### config.mk
export PLATFORM = sky130hd
export DESIGN_NAME = dmx512_rx
export DESIGN_NICKNAME = d
export VERILOG_FILES = /design/src/rtl/dmx512_rx.sv
export SDC_FILE = /design/constraint.sdc
export NUM_CORES = 1
export LEC_CHECK = 0
export ABC_AREA = 1
export CAP_MARGIN = 0
export CORE_UTILIZATION = 58
export DETAILED_ROUTE_END_ITERATION = 10
export GPL_ROUTABILITY_DRIVEN = 0
export PLACE_DENSITY = 0.89
export SYNTH_ARGS = -nofsm -noshare
export SYNTH_HDL_FRONTEND = slang
export SYNTH_SLANG_ARGS = --single-unit
### constraint.sdc
create_clock -name clk -period 3.2 [get_ports clk]
set_input_delay 0.64 -clock clk [delete_from_list [all_inputs] [get_ports clk]]
set_output_delay 0.64 -clock clk [all_outputs]
set_load 0.02 [all_outputs]
### src/rtl/dmx512_rx.sv
`default_nettype none
// ============================================================================
// Module      : dmx512_rx
// Description : DMX512 receiver. Synchronises the serial line, detects the
//               break, decodes 8N2 slots at 250 kbaud and emits per-slot
//               strobes plus an end-of-frame summary.
//               Optional feature macro: DMX512_RX_SC_FILTER_EN. When defined,
//               frames with a nonzero start code emit no slot or frame pulses.
// Revision    : 1.0 - initial release
// ============================================================================
module dmx512_rx #(
    parameter int CLKS_PER_BIT   = 200,
    parameter int BREAK_MIN_CLKS = 4400
) (
    input  logic       clk,
    input  logic       rst,
    input  logic       dmx_signal,
    output logic [9:0] slot_addr,
    output logic [7:0] slot_data,
    output logic       slot_valid,
    output logic [7:0] start_code,
    output logic       frame_done,
    output logic [9:0] frame_slots,
    output logic       framing_err
);

    localparam int C_TMR_W = $clog2(CLKS_PER_BIT + 1);
    localparam int C_LOW_W = $clog2(BREAK_MIN_CLKS + 1);

    localparam logic [C_TMR_W-1:0] C_HALF_LAST = C_TMR_W'(CLKS_PER_BIT / 2 - 1);
    localparam logic [C_TMR_W-1:0] C_BIT_LAST  = C_TMR_W'(CLKS_PER_BIT - 1);
    localparam logic [C_LOW_W-1:0] C_LOW_MAX   = C_LOW_W'(BREAK_MIN_CLKS);
    localparam logic [C_LOW_W-1:0] C_LOW_HIT   = C_LOW_W'(BREAK_MIN_CLKS - 1);
    localparam logic [9:0]         C_LAST_SLOT = 10'd512;

    typedef enum logic [2:0] {
        S_IDLE      = 3'd0,
        S_BREAK     = 3'd1,
        S_MAB       = 3'd2,
        S_START_BIT = 3'd3,
        S_DATA      = 3'd4,
        S_STOP      = 3'd5,
        S_INTERSLOT = 3'd6
    } state_t;

    logic               r_sync1;
    logic               r_sync2;
    logic               r_line_d;
    logic [C_LOW_W-1:0] r_low_cnt;
    state_t             r_state;
    logic [C_TMR_W-1:0] r_tmr;
    logic [2:0]         r_bit_idx;
    logic               r_stop_idx;
    logic [7:0]         r_shift;
    logic [9:0]         r_index;

    logic w_line;
    logic w_fall;
    logic w_break_hit;
    logic w_sc_pass;

    assign w_line = r_sync2;
    assign w_fall = r_line_d & ~w_line;

    // The break fires exactly once per low stretch: on the clock the counter
    // would reach the threshold. Once saturated it no longer matches.
    assign w_break_hit = ~w_line && (r_low_cnt == C_LOW_HIT);

`ifdef DMX512_RX_SC_FILTER_EN
    // Only the null start code carries dimmer data; anything else is muted.
    assign w_sc_pass = (start_code == 8'h00);
`else
    assign w_sc_pass = 1'b1;
`endif

    // Two-flop synchroniser plus a delayed copy for falling-edge detection.
    always_ff @(posedge clk or posedge rst) begin
        if (rst) begin
            r_sync1  <= 1'b1;
            r_sync2  <= 1'b1;
            r_line_d <= 1'b1;
        end else begin
            r_sync1  <= dmx_signal;
            r_sync2  <= r_sync1;
            r_line_d <= r_sync2;
        end
    end

    // Saturating count of consecutive low samples, cleared by any high sample.
    always_ff @(posedge clk or posedge rst) begin
        if (rst) begin
            r_low_cnt <= '0;
        end else if (w_line) begin
            r_low_cnt <= '0;
        end else if (r_low_cnt != C_LOW_MAX) begin
            r_low_cnt <= r_low_cnt + 1'b1;
        end
    end

    // Frame/slot decoder with registered one-cycle strobes.
    always_ff @(posedge clk or posedge rst) begin
        if (rst) begin
            r_state     <= S_IDLE;
            r_tmr       <= '0;
            r_bit_idx   <= '0;
            r_stop_idx  <= 1'b0;
            r_shift     <= '0;
            r_index     <= '0;
            slot_addr   <= '0;
            slot_data   <= '0;
            slot_valid  <= 1'b0;
            start_code  <= '0;
            frame_done  <= 1'b0;
            frame_slots <= '0;
            framing_err <= 1'b0;
        end else begin
            slot_valid  <= 1'b0;
            frame_done  <= 1'b0;
            framing_err <= 1'b0;

            if (w_break_hit) begin
                // A break terminates whatever frame was in progress. A nonzero
                // index means a start code was seen, so the frame is reported
                // with the number of data slots that arrived before it.
                if ((r_index != 10'd0) && w_sc_pass) begin
                    frame_done  <= 1'b1;
                    frame_slots <= r_index - 10'd1;
                end
                r_index <= '0;
                r_state <= S_BREAK;
            end else begin
                case (r_state)
                    S_IDLE: begin
                        r_state <= S_IDLE;
                    end

                    S_BREAK: begin
                        if (w_line) begin
                            r_index <= '0;
                            r_state <= S_MAB;
                        end
                    end

                    S_MAB, S_INTERSLOT: begin
                        if (w_fall) begin
                            r_tmr   <= '0;
                            r_state <= S_START_BIT;
                        end
                    end

                    S_START_BIT: begin
                        if (r_tmr == C_HALF_LAST) begin
                            r_tmr <= '0;
                            if (!w_line) begin
                                r_bit_idx <= '0;
                                r_state   <= S_DATA;
                            end else begin
                                framing_err <= 1'b1;
                                r_state     <= S_IDLE;
                            end
                        end else begin
                            r_tmr <= r_tmr + 1'b1;
                        end
                    end

                    S_DATA: begin
                        if (r_tmr == C_BIT_LAST) begin
                            r_tmr   <= '0;
                            r_shift <= {w_line, r_shift[7:1]};
                            if (r_bit_idx == 3'd7) begin
                                r_stop_idx <= 1'b0;
                                r_state    <= S_STOP;
                            end else begin
                                r_bit_idx <= r_bit_idx + 1'b1;
                            end
                        end else begin
                            r_tmr <= r_tmr + 1'b1;
                        end
                    end

                    S_STOP: begin
                        if (r_tmr == C_BIT_LAST) begin
                            r_tmr <= '0;
                            if (!w_line) begin
                                // Slot is dropped; index is kept so a later
                                // break still reports the slots already taken.
                                framing_err <= 1'b1;
                                r_state     <= S_IDLE;
                            end else if (!r_stop_idx) begin
                                r_stop_idx <= 1'b1;
                            end else if (r_index == 10'd0) begin
                                start_code <= r_shift;
                                r_index    <= 10'd1;
                                r_state    <= S_INTERSLOT;
                            end else begin
                                if (w_sc_pass) begin
                                    slot_valid <= 1'b1;
                                    slot_addr  <= r_index;
                                    slot_data  <= r_shift;
                                end
                                if (r_index == C_LAST_SLOT) begin
                                    // Full universe: close the frame here and
                                    // ignore anything until the next break.
                                    if (w_sc_pass) begin
                                        frame_done  <= 1'b1;
                                        frame_slots <= C_LAST_SLOT;
                                    end
                                    r_index <= '0;
                                    r_state <= S_IDLE;
                                end else begin
                                    r_index <= r_index + 10'd1;
                                    r_state <= S_INTERSLOT;
                                end
                            end
                        end else begin
                            r_tmr <= r_tmr + 1'b1;
                        end
                    end

                    default: begin
                        r_state <= S_IDLE;
                    end
                endcase
            end
        end
    end

endmodule
`default_nettype wire

==> key figures, run 1 <==
Outcome
  • Outcome: finished clean

GRT
  • Vias in the first global route: 3749
  • Initial antenna violation count: 0
  • Largest net degree at the start of global routing: 59
  • First-pass GRT wire length: 16700 um
  • Gr usage total: 0.257
  • Global route total overflow: 0

Critical path
  • Worst path arrival time: 2.46 ns
  • R2r startpoint: r_low_cnt[0]$_DFFE_PP0P_
  • R2R depth: 8
  • Critical path origin: r_low_cnt[0]$_DFFE_PP0P_
  • Crit path kind: reg -> reg
  • Worst R2R End: r_index[6]$_DFFE_PP0P_
  • Setup crit end: r_index[6]$_DFFE_PP0P_
  • CP required: 3.46 ns
  • Kind of start point of the critical path: flip-flop
  • Setup slack, reg-to-reg: 1.00 ns
  • Crit Path Max Fanout: 16
  • Crit end category: flip-flop

Die
  • Die width: 91.2 um
  • Initial core utilization: 0.597
  • I/O Pins: 42
  • Site row count: 32
  • Core Region: 7730 sq um
  • Chip height: 91.2 um
  • Die area: 8320 sq um

Placement
  • Pre-CTS WS: 1.11 ns
  • PortBufs: 41
  • Detailed placement HPWL: 6800 um

Clock tree
  • Post-CTS setup buffers: 0
  • Clk slew on worst S/H paths: 0.09 ns
  • Total CTS buffers: 9
  • Clock Path Buffers: 2
  • CTS Sinks: 88
  • Hold-fix buffers, CTS: 0
  • Post-cts repair resize count: 0
  • Later-pin clock latency in the skew report: 0.38 ns
  • Root Driver: clkbuf_8
  • Htree depth: 3
  • TritonCTS clock tree: done

Routing
  • Antenna-violating nets left: 0
  • Drt first pass iters: 7
  • # DRC: 0
  • Drt total wl: 9790 um
  • Initial DRC Count: 365
  • Routed via count: 3960
  • DR vias/cell: 5.42
  • Detailed-route wire length per cell: 13.4 um

Yosys
  • Synth Flop Type: dfrtp_1
  • Syn Area/Cell: 7.90 sq um
  • Post-synth top area cell: dfrtp_1
  • Yosys warning count: 0
  • Syn Inst Count: 584
  • Seq cells post-synth: 88
  • Seq/Total Area, Yosys: 0.478
  • Cell variety after synth: 37
  • Top post-synthesis cells by area: dfrtp_1 (46%), nand2_1 (14%), inv_1 (5.3%)
  • Number of flops mapped to enable cells by yosys: 0
  • Area of the mapped netlist: 4610 sq um
  • Mapped Nets: 595
  • FFs w/ async S/R, synth: 1.00
  • Top-area cell type share of the netlist area: 0.461

Timing
  • Tmin final: 2.20 ns
  • Fin Setup TNS: 0 ns
  • Final setup viols: 0
  • Fmax: 0.455 GHz
  • Worst-Margin Slew: 0.964 ns
  • Worst setup margin: 1.00 ns
  • Relative slew slack: 0.357
  • Final hold violations: 0
  • Max Slew Vio Count: 0
  • Layout Skew: 0.0196 ns
  • RSZ-0062 raised after global routing: no
  • Fin crit share: 0.687

Power and ir drop
  • Leak: 2.61 nW
  • Power density over cell area: 364 nW/um^2
  • Max VDD drop: 0.309 mV
  • Final Power: 0.00192 W

Layout
  • Total Nets Final: 634
  • Layout cells sized above 1: 0.100
  • Area delta synth->final: 14.4%
  • Antenna cell count: 0

Min path
  • Min-Delay Startpoint: r_sync1$_DFF_PP1_
  • HP Class: reg -> reg

Job
  • Number of max-cap violations: 0
## layout by cell type, fill, tap and decap left out, drive strengths merged
cell and count:
a21boi 1, a21oi 22, a31oi 2, and3 1
buf 1, clkbuf 9, clkdlybuf4s50 41, clkinv 5
clkinvlp 1, dfrtp 85, dfstp 3, ha 8
inv 74, nand2 177, nand3 43, nand3b 1
nand4 11, nor2 62, nor3 9, o21ai 63
o22ai 1, xnor2 2, xor2 6
## metrics by stage
stage	util	hold slack [ns]	instance area (sq um)	instances
floorplan	-	0.345	4610	584
finish	0.683	0.373	5280	730
CTS	0.683	0.368	5280	730
global placement	0.658	0.357	5080	714
global route	0.683	0.371	5280	730
detailed placement	0.658	0.356	5080	714
## routing by layer
layer | part of all wire | vias up | GRT usage
li1 | - | 1949 | -
met1 | 0.45 | 1830 | 0.323
met2 | 0.47 | 156 | 0.425
met3 | 0.055 | 25 | 0.0595
met4 | 0.028 | 0 | 0.112
met5 | 0 | - | 0
## cells by family after synthesis
kind of cell | count (synthesis) | synth area share
AND/OR/NAND/NOR | 304 | 0.294
AO/OA/AOI/OAI | 89 | 0.111
flip-flops | 88 | 0.478
buffers and inverters | 87 | 0.0800
XOR/XNOR | 8 | 0.0152
adder cells (fa/ha/maj) | 8 | 0.0217
## state kept, by name, summed over array words and instances, names as in the netlist, 3 cells and up
name,cells
r_bit_idx,3
start_code,8
r_tmr,8
slot_data,8
r_state,3
r_shift,8
r_low_cnt,13
frame_slots,10
r_index,10
slot_addr,10
## synth_stat cells, types with 2 or more instances
master	count
dfstp_2	3
dfrtp_1	85
nor2_1	54
a21oi_1	22
nand4_1	9
inv_1	65
a31oi_1	2
nand3_2	2
buf_2	6
buf_4	2
xnor2_1	2
o21ai_0	36
buf_6	3
nor2_2	2
xor2_1	6
nand2_2	5
nor2_4	5
nand2_4	2
nor3_1	9
o21ai_1	11
inv_2	5
nand2_1	170
o21ai_2	16
nand3_1	41
ha_1	8
clkbuf_1	2
## worst min-delay path by stage
stage / endpoint / slack [ns] / cells past startpoint
after floorplan: r_sync2$_DFF_PP1_ / 0.35 / 0
after global placement: r_sync2$_DFF_PP1_ / 0.36 / 0
after detailed placement: r_sync2$_DFF_PP1_ / 0.36 / 0
after CTS: r_sync2$_DFF_PP1_ / 0.37 / 0
after global routing: r_sync2$_DFF_PP1_ / 0.37 / 0
final: r_sync2$_DFF_PP1_ / 0.37 / 0
## power breakdown
| group | internal, W | total (W) | leakage, nW | switching, W |
|---|---|---|---|---|
| Combinational | 0.00000990 | 0.0000404 | 1.29 | 0.0000305 |
| Clock | 0.000306 | 0.000760 | 0.0970 | 0.000454 |
| Sequential | 0.00112 | 0.00112 | 1.22 | 0.00000611 |
| Total | 0.00143 | 0.00192 | 2.61 | 0.000490 |
## worst max-delay path, cell delays in order (launching register included)
cell	delay, ns
dfrtp_1	0.42
ha_1	0.23
nand3_1	0.19
inv_1	0.18
nand4_2	0.39
nand2_2	0.38
inv_1	0.16
nand2_1	0.09
nand2_1	0.05
## area by class of cell
cell class | instances | area (sq um)
Tap cell | 102 | 128
Clock inverter | 7 | 72.6
Inverter | 73 | 279
Multi-Input combinational cell | 409 | 2040
Clock buffer | 9 | 124
Sequential cell | 88 | 2210
Fill cell | 595 | 2450
Timing Repair Buffer | 42 | 430
Note: power is estimated with default switching activity, not from simulation.
==> run 2, diff against run 1 <==
clock period = 2.05 ns   (was 3.2 ns; I/O delays follow)
==> run 2 against run 1 <==
Compared with the run above:
- core utilization up 0.86 points
- global-route usage grew 0.72 points
- register-to-register slack worse by 0.85 ns
- final cell count up 1.2%
- worst setup slack worse by 0.85 ns
- sequential power up 56%
- maximum frequency rose by 16%
- critical path depth increased by 2
- combinational power is 85% higher
- count of clock-buffer cells in the layout is the same
- sequential share of layout area decreased by 0.52 points
- hold slack worse by 0.0067 ns
- largest cell class unchanged
- highest routed layer unchanged
==> key figures, run 2 (synthesized netlist as in run 1, its figures left out) <==
Placement
  • Detailed placement HPWL: 7350 um
  • PortBufs: 41

Clock tree
  • Later-pin clock latency in the skew report: 0.37 ns
  • Root Driver: clkbuf_8
  • TritonCTS clock tree: done
  • Hold-fix buffers, CTS: 0
  • Clk slew on worst S/H paths: 0.09 ns
  • CTS Sinks: 88
  • Total CTS buffers: 9
  • Clock Path Buffers: 2
  • Htree depth: 3

Timing
  • Worst-Margin Slew: 0.521 ns
  • Fin crit share: 0.926
  • Final hold violations: 0
  • Fmax: 0.527 GHz
  • Final setup viols: 0
  • Relative slew slack: 0.652
  • Hold slack final: 0.366 ns
  • RSZ-0062 raised after global routing: no
  • Layout Skew: 0.0103 ns
  • Max Slew Vio Count: 0
  • Tmin final: 1.90 ns
  • Fin Setup TNS: 0 ns

GRT
  • Gr usage total: 0.264
  • Largest net degree at the start of global routing: 47
  • Initial antenna violation count: 0
  • Global route total overflow: 0
  • First-pass GRT wire length: 17600 um
  • Vias in the first global route: 3878

Job
  • Number of max-cap violations: 0

Power and ir drop
  • Flop pwr share: 0.597
  • Power density over cell area: 549 nW/um^2
  • Switching power: 0.000714 W
  • P_int: 0.00222 W
  • Switching Fraction: 0.243
  • Max VDD drop: 0.396 mV
  • Clk pwr share: 0.378
  • Final Power: 0.00293 W
  • Logic pwr share: 0.025
  • Leak: 2.64 nW

Die
  • Core Region: 7730 sq um
  • I/O Pins: 42
  • Die width: 91.2 um
  • Die area: 8320 sq um
  • Site row count: 32
  • Initial core utilization: 0.597
  • Chip height: 91.2 um

Layout
  • Fin util: 0.692
  • Antenna cell count: 0
  • Area delta synth->final: 15.8%
  • Most frequent cells in the layout: nand2_1 (170), dfrtp_1 (85), inv_1 (63)
  • Largest register by flop count: r_low_cnt
  • Max reg flops: 13
  • Total Nets Final: 643
  • Layout cells sized above 1: 0.115
  • Most common cell after layout, fill and taps aside: nand2_1

Critical path
  • R2R depth: 10
  • Crit path kind: reg -> reg
  • Crit Path Max Fanout: 9
  • Setup slack, reg-to-reg: 0.15 ns
  • Worst path arrival time: 2.16 ns
  • CP required: 2.31 ns
  • Kind of start point of the critical path: flip-flop
  • Crit end category: flip-flop

Routing
  • Detailed-route wire length per cell: 13.7 um
  • Routed via count: 4058
  • Initial DRC Count: 352
  • # DRC: 0
  • Drt first pass iters: 5
  • Drt total wl: 10200 um
  • Antenna-violating nets left: 0
  • DR vias/cell: 5.49

Min path
  • WHS Path Cells: 0
  • HP Class: reg -> reg

Outcome
  • Outcome: finished clean
[run 2: worst paths after layout]
kind,endpoint,start
worst max-delay path,frame_slots[5]$_DFFE_PP0P_,r_tmr[1]$_DFFE_PP0P_
worst min-delay path,r_sync2$_DFF_PP1_,r_sync1$_DFF_PP1_
worst max register to register,frame_slots[5]$_DFFE_PP0P_,r_tmr[1]$_DFFE_PP0P_
worst min register to register,r_sync2$_DFF_PP1_,r_sync1$_DFF_PP1_
max in group asynchronous,r_stop_idx$_DFFE_PP0P_,rst
min in group asynchronous,r_low_cnt[5]$_DFFE_PP0P_,rst
[run 2: stage by stage]
step	instance area, sq um	setup WS (ns)	std cells
after global routing	5350	0.0146	739
after global placement	5160	0.259	723
final	5350	0.153	739
after floorplan	4620	0.428	584
after detailed placement	5160	0.192	723
after CTS	5350	0.174	739
[run 2: per-layer routing]
layer	GRT usage	share of wire
met1	0.338	0.43
met2	0.441	0.51
met5	0	0
met3	0.0511	0.046
met4	0.108	0.017
[run 2: area by class of cell]
cell class / instances / area, sq um
well taps: 102 / 128
repair buffers: 51 / 510
inverters: 73 / 282
clock buffers: 9 / 124
flip-flops and latches: 88 / 2210
fillers: 592 / 2380
multi-input cells: 409 / 2040
clock inverters: 7 / 56.3
[run 2: critical path, stage by stage, from the launching register on]
cell and delay [ns]:
dfrtp_1 0.39, ha_1 0.24, nand2_1 0.15, nor2_4 0.17
nand2_4 0.11, nor2_8 0.12, nand4_1 0.16, nand2_2 0.18
inv_2 0.10, nand2_1 0.09, nand2_1 0.06
[run 2: timing repair]
item,4_1_cts,5_1_grt
gates resized for setup,0,1
setup buffers,0,0
setup endpoints to repair,0,2
[run 2: power by group through the flow]
stage | Combinational, W | Sequential, W | Clock (W)
final | 0.0000746 | 0.00175 | 0.00111
after global routing | 0.0000868 | 0.00175 | 0.00119
after CTS | 0.0000770 | 0.00175 | 0.00113
after floorplan | 0.0000453 | 0.00178 | 0
after global placement | 0.0000743 | 0.00179 | 0
after detailed placement | 0.0000771 | 0.00179 | 0
